==> src/rtl/bus_arbiter.sv <==
// Memory bus arbiter: exec-over-fetch CPU arbitration with an optional OAM DMA engine.
// The DMA engine is built only when BUS_ARBITER_DMA_EN is defined.
module bus_arbiter #(
    parameter logic [15:0] OAM_ADDR = 16'h2004,
    parameter int unsigned DMA_LEN  = 256
) (
    input  logic        clk,
    input  logic        reset,
    input  logic        rdy,
    input  logic        fetch_req,
    input  logic [15:0] fetch_addr,
    output logic        fetch_gnt,
    input  logic        exec_req,
    input  logic        exec_we,
    input  logic [15:0] exec_addr,
    input  logic [7:0]  exec_wdata,
    output logic        exec_gnt,
    input  logic        dma_start,
    input  logic [7:0]  dma_page,
    output logic        dma_busy,
    output logic [15:0] mem_addr,
    output logic [7:0]  mem_wdata,
    output logic        mem_we,
    output logic        mem_en,
    input  logic [7:0]  mem_rdata,
    output logic [7:0]  rdata,
    output logic        rvalid,
    output logic        rsrc
);

    logic        cpu_slot;
    logic        dma_rd_cyc;
    logic        dma_wr_cyc;
    logic [15:0] dma_src_addr;
    logic        exec_win;
    logic        fetch_win;

`ifdef BUS_ARBITER_DMA_EN
    typedef enum logic [1:0] {
        IDLE,
        DMA_ALIGN,
        DMA_RD,
        DMA_WR
    } state_t;

    localparam logic [7:0] LAST_BYTE = 8'(DMA_LEN - 1);

    state_t     state;
    logic [7:0] count;
    logic [7:0] page;

    // rdy low freezes the whole engine, including acceptance of dma_start.
    always_ff @(posedge clk or posedge reset) begin
        if (reset) begin
            state    <= IDLE;
            count    <= '0;
            page     <= '0;
            dma_busy <= 1'b0;
        end else if (rdy) begin
            case (state)
                IDLE: begin
                    if (dma_start) begin
                        page     <= dma_page;
                        count    <= '0;
                        state    <= DMA_ALIGN;
                        dma_busy <= 1'b1;
                    end
                end
                DMA_ALIGN: state <= DMA_RD;
                DMA_RD:    state <= DMA_WR;
                DMA_WR: begin
                    if (count == LAST_BYTE) begin
                        state    <= IDLE;
                        dma_busy <= 1'b0;
                    end else begin
                        count <= count + 8'd1;
                        state <= DMA_RD;
                    end
                end
                default: begin
                    state    <= IDLE;
                    dma_busy <= 1'b0;
                end
            endcase
        end
    end

    assign cpu_slot     = (state == IDLE);
    assign dma_rd_cyc   = !reset && rdy && (state == DMA_RD);
    assign dma_wr_cyc   = !reset && rdy && (state == DMA_WR);
    assign dma_src_addr = {page, count};
`else
    logic unused_dma_inputs;

    assign unused_dma_inputs = ^{dma_start, dma_page, 8'(DMA_LEN)};
    assign dma_busy          = 1'b0;
    assign cpu_slot          = 1'b1;
    assign dma_rd_cyc        = 1'b0;
    assign dma_wr_cyc        = 1'b0;
    assign dma_src_addr      = '0;
`endif

    assign exec_win  = !reset && rdy && cpu_slot && exec_req;
    assign fetch_win = !reset && rdy && cpu_slot && fetch_req && !exec_req;
    assign exec_gnt  = exec_win;
    assign fetch_gnt = fetch_win;
    assign rdata     = reset ? '0 : mem_rdata;

    always_comb begin
        mem_en    = 1'b0;
        mem_we    = 1'b0;
        mem_addr  = '0;
        mem_wdata = '0;
        if (dma_rd_cyc) begin
            mem_en   = 1'b1;
            mem_addr = dma_src_addr;
        end else if (dma_wr_cyc) begin
            // Byte read in the previous DMA_RD cycle is forwarded straight to OAM.
            mem_en    = 1'b1;
            mem_we    = 1'b1;
            mem_addr  = OAM_ADDR;
            mem_wdata = mem_rdata;
        end else if (exec_win) begin
            mem_en    = 1'b1;
            mem_we    = exec_we;
            mem_addr  = exec_addr;
            mem_wdata = exec_wdata;
        end else if (fetch_win) begin
            mem_en   = 1'b1;
            mem_addr = fetch_addr;
        end
    end

    always_ff @(posedge clk or posedge reset) begin
        if (reset) begin
            rvalid <= 1'b0;
            rsrc   <= 1'b0;
        end else begin
            rvalid <= fetch_win || (exec_win && !exec_we);
            rsrc   <= exec_win && !exec_we;
        end
    end

endmodule

==> config.mk <==
export PLATFORM = sky130hd
export DESIGN_NAME = bus_arbiter
export DESIGN_NICKNAME = d
export VERILOG_FILES = /design/src/rtl/bus_arbiter.sv
export SDC_FILE = /design/constraint.sdc
export NUM_CORES = 1
export LEC_CHECK = 0
export ABC_AREA = 0
export CAP_MARGIN = 20
export CORE_ASPECT_RATIO = 0.7
export CORE_MARGIN = 2
export CORE_UTILIZATION = 21
export DETAILED_ROUTE_END_ITERATION = 8
export PLACE_DENSITY_LB_ADDON = 0.05
export SLEW_MARGIN = 15
export SYNTH_ARGS = -nofsm -noshare
export SYNTH_HDL_FRONTEND = slang
export SYNTH_SLANG_ARGS = --single-unit
==> constraint.sdc <==
create_clock -name clk -period 1.1 [get_ports clk]
set_clock_uncertainty 0.05 [all_clocks]
set_input_delay 0.22 -clock clk [delete_from_list [all_inputs] [get_ports clk]]
set_output_delay 0.22 -clock clk [all_outputs]
set_load 0.05 [all_outputs]
==> reports/results.tsv, run 1 <==
stage	metric	value	unit
die	Die Wd	66.6	um
clocking	htree depth	1	
outcome	Tool Error	[ERROR DPL-0033] detailed placement checks failed during check placement.	
placed_design	GPL Wtd Cong	0.700	
placed_design	Placed Cells	212	
clocking	CTS sink count	2	
synth	Yosys warning count	0	
synth	register area share after synthesis	8.70	%
die	I/O pin cnt	102	
clocking	count of hold-fix buffers inserted at cts	1	
outcome	failing step	clock tree synthesis	
clocking	clock tree buffer depth	2	
placed_design	Placement Cell Area	2170	um2
outcome	status	aborted with a tool error	
die	Starting Density	22.7	%
clocking	Root Buffer	clkbuf_8	
clocking	# resized after CTS	115	
synth	Avg Cell Area, Syn	6.40	um2
clocking	post-CTS setup buffers	6	
synth	Seq cells post-synth	2	
synth	Post-Syn Nets	153	
synth	Yosys cell types	16	
synth	cells after synthesis	90	
die	die height	47.8	um
die	FP Rows	15	
clocking	CTS Buf Count	3	
placed_design	port buffer count	91	
placed_design	post-detail-place hpwl	2.97	mm
synth	Post-Syn Area	576	um2
-- synth_stat cells --
cell	count	area share (%)
a21oi_1	17	15
nand2_1	16	10
nand3b_1	16	21
and3_1	9	9.8
nor2b_1	8	8.7
buf_2	4	3.5
buf_4	4	5.2
buf_6	3	5.9
nand2b_1	3	3.3
nor2_1	3	2.0
dfrtp_1	2	8.7
and2_1	1	1.1
conb_1	1	0.65
inv_1	1	0.65
nor2b_4	1	2.4
nor3b_2	1	2.2
-- kinds of logic after synthesis --
group,Yosys count,synth area share [%]
simple gates,58,60.7
compound gates,17,14.8
buf+inv,12,15.2
flops,2,8.70
other cells,1,0.652
-- per-stage QoR --
| stage | setup WS [ps] | util [%] | hold slack, ps |
|---|---|---|---|
| floorplan | -145 | - | 74.0 |
| global placement | -610 | 85.6 | 620 |
| detailed placement | -655 | 85.6 | 646 |
==> run 2, diff against run 1 <==
CORE_AREA = 2 2 63 65   (was unset)
CORE_ASPECT_RATIO = unset   (was 0.7)
CORE_MARGIN = unset   (was 2)
CORE_UTILIZATION = unset   (was 21)
DIE_AREA = 0 0 65 67   (was unset)
PLACE_DENSITY_LB_ADDON = 0.15   (was 0.05)
==> run 2 against run 1 <==
- the flow now finishes, with violations (negative setup slack)
- synthesized cell count did not move
- area after synthesis stayed put
==> reports/results.tsv, run 2 <==
stage	metric	value	unit	change
sta	fmax	787	MHz	
sta	Period Utilization, post-route	115	%	
synth	Yosys cell types	16		unchanged
synth	Seq cells post-synth	2		unchanged
die	I/O pin cnt	102		unchanged
die	Die ar.	4360	um2	
setup_path	slowest cell delay on critical path	200	ps	
die	FP Rows	22		was 15
sta	Pins Over Slew Limit	0		
sta	Hold Fails Final Rpt	0		
clocking	clock tree buffer depth	2		unchanged
power_and_ir_drop	pwr/cell area	532	nW/um2	
synth	register area share after synthesis	8.70	%	unchanged
placed_design	port buffer count	91		unchanged
placed_design	GPL Wtd Cong	0.660		was 0.700
global_routing	Tot GR Track Use	17.2	%	
synth	Yosys warning count	0		unchanged
placed_design	post-detail-place hpwl	2.50	mm	was 2.97 mm
synth	Avg Cell Area, Syn	6.40	um2	unchanged
synth	Synth Flop Type	dfrtp_1		unchanged
cells_and_area	design area	2500	um2	
die	Starting Density	16.0	%	was 22.7%
sta	Setup Viol. Count Final	27		
drt	Post-DRT Antenna Nets	0		
cells_and_area	layout cells sized above 1	63.2	%	
drt	detailed-route DRC error count	0		
clocking	htree depth	1		unchanged
sta	unrepaired setup endpoints after global routing	true		
cells_and_area	most frequent cells in the layout	dlygate4sd2_1 (49), buf_12 (43), nand2_2 (16), nand3b_1 (16), a21oi_4 (16)		
synth	Post-Syn Area	576	um2	unchanged
global_routing	first-pass GRT wire length	5.64	mm	
cells_and_area	commonest non-fill, non-tap cell in the layout	dlygate4sd2_1		
clocking	CTS Buf Count	3		unchanged
synth	Synth top area share	20.9	%	unchanged
global_routing	vias in the first global route	1140		
setup_path	CP Class	primary input to primary output		
setup_path	CP Cell Sequence	buf_12, buf_12, nand3b_1, a21oi_4, buf_12		
setup_path	Crit path arrival time	1000	ps	
die	Die Wd	65	um	was 66.6 um
global_routing	initial antenna violation count	0		
synth	top post-synthesis cells by area	nand3b_1 (21%), a21oi_1 (15%), nand2_1 (10%)		unchanged
cells_and_area	FILL cells	280		
clocking	CTS tree	done		
cells_and_area	Syn-to-layout area delta	334	%	
drt	Vias/cell	4.41		
die	core area	3610	um2	
sta	Final min period	1270	ps	
hold_path	class of the worst hold path	primary input to async pin		
global_routing	remaining global-route overflow	0		
setup_path	CP max stage cell	nand3b_1		
clocking	CTS sink count	2		unchanged
outcome	status	finished with violations		was aborted with a tool error
clocking	clk slew on worst S/H paths	30	ps	
synth	cell with the most instances after synthesis	a21oi_1		unchanged
setup_path	Worst Path Required	830	ps	
sta	setup ws final	-170	ps	
drt	vias post-DR	1064		
cells_and_area	Final nets	258		
synth	Post-Syn Nets	153		unchanged
drt	first-pass iteration count of the detailed router	3		
synth	number of synthesized flops with an enable pin	0		unchanged
synth	synth cell count leaders	a21oi_1 (17), nand2_1 (16), nand3b_1 (16)		unchanged
synth	cells after synthesis	90		unchanged
clocking	count of hold-fix buffers inserted at cts	0		was 1
drt	drt total wl	3.49	mm	
cells_and_area	diode count	0		
synth	Synth area leader	nand3b_1		unchanged
die	die height	67	um	was 47.8 um
cells_and_area	Util after Layout	69.3	%	
drt	routed length per placed instance	14.5	um	
global_routing	pin count of the biggest net entering global routing	23		
clocking	Root Buffer	clkbuf_8		unchanged
run	Max Cap Viol	0		
cells_and_area	top flop regs	rsrc x1, rvalid x1		
outcome	violations in the final reports	negative setup slack		
setup_path	Worst Path Max Fanout	6		
drt	Iteration-0 DRC Markers	15		
setup_path	most frequent CP cell	buf_12		
synth	Post-synth ARST share	100	%	unchanged
setup_path	CP Launch Type	primary input		
setup_path	CP Capture Type	primary output		
power_and_ir_drop	static leakage	1.04	nW	
power_and_ir_drop	maximum VDD drop	0.480	mV	
placed_design	Placement Cell Area	2200	um2	was 2170 um2
==> run 2: cell counts after synthesis <==
No cell type changed its count.
==> run 2: power by group <==
group          leakage, nW  internal (mW)  switching (mW)
combinational        0.996          0.503           0.459
sequential          0.0272         0.0767         0.00213
clock               0.0216          0.231          0.0571
total                 1.04          0.811           0.518
==> run 2: layout make-up <==
type	instances	area, um2	area share, %
flip-flops and latches	2	50.0	2.00
inverters	1	3.75	0.150
well taps	48	60.1	2.40
repair buffers	110	1530	61.1
clock buffers	3	41.3	1.65
multi-input cells	77	817	32.7
==> run 2: repair_timing <==
action / in CTS / in global routing
setup buffers: 6 / 0
pin swaps: 46 / 14
endpoints found under the setup margin: 38 / 28
gates cloned: 4 / 0
gates resized for setup: 122 / 0
==> run 2: logic make-up (layout without fill, tap and decap cells) <==
kind of cell           count (synthesis)  count (layout)  share of synthesized area (%)
buffers and inverters                 12             114                           15.2
AND/OR/NAND/NOR                       58              59                           60.7
flip-flops                             2               2                           8.70
AO/OA/AOI/OAI                         17              17                           14.8
other                                  1               1                          0.652
==> run 2: metrics by stage <==
| stage | total power, mW | hold WS (ps) | std cells | worst slack [ps] | setup TNS (ps) |
|---|---|---|---|---|---|
| 2_1_floorplan | 0.508 | 74.0 | 90 | -145 | -2500 |
| 3_3_place_gp | 0.957 | 652 | 228 | -602 | -19690 |
| 3_5_place_dp | 0.970 | 659 | 228 | -616 | -19890 |
| 4_1_cts | 1.34 | 1.10 | 241 | -211 | -3620 |
| 5_1_grt | 1.39 | 14.5 | 241 | -215 | -3880 |
| 6_report | 1.33 | 2.23 | 241 | -170 | -3150 |
==> run 2: path summary, 6_finish.rpt <==
| path | start | cells after the start | slack (ps) | to |
|---|---|---|---|---|
| setup / recovery | exec_req | 5 | -170 | mem_addr[7] |
| hold / removal | reset | 3 | 2 | rvalid |
| max in group asynchronous | reset | 3 | 880 | rsrc |
| min in group clk | exec_we | 3 | 360 | rsrc |
==> run 2: routing by layer <==
layer	wire [um]	GRT usage, %	vias to the layer above	part of all wire, %
met3	227	3.04	6	6.5
met4	63	5.59	0	1.8
met2	1910	32.1	47	55
met5	0	0	-	0
met1	1290	19.6	497	37
li1	-	-	514	-
==> run 2: worst max-delay path: cells and delay by family <==
family	cells	cell delay, ps
buf+inv	3	400
simple gates	1	200
compound gates	1	170
No activity file was read; power rests on OpenSTA's default activity.
==> run 3, diff against run 2 <==
ABC_AREA = unset   (was 0)
==> results of run 3 <==
No change in the layout: final DEF, timing and power equal those of run 2.
==> run 4, diff against run 3 <==
CTS_CLUSTER_DIAMETER = 120   (was unset)
==> results of run 4 <==
No change in the layout: final DEF, timing and power equal those of run 2.
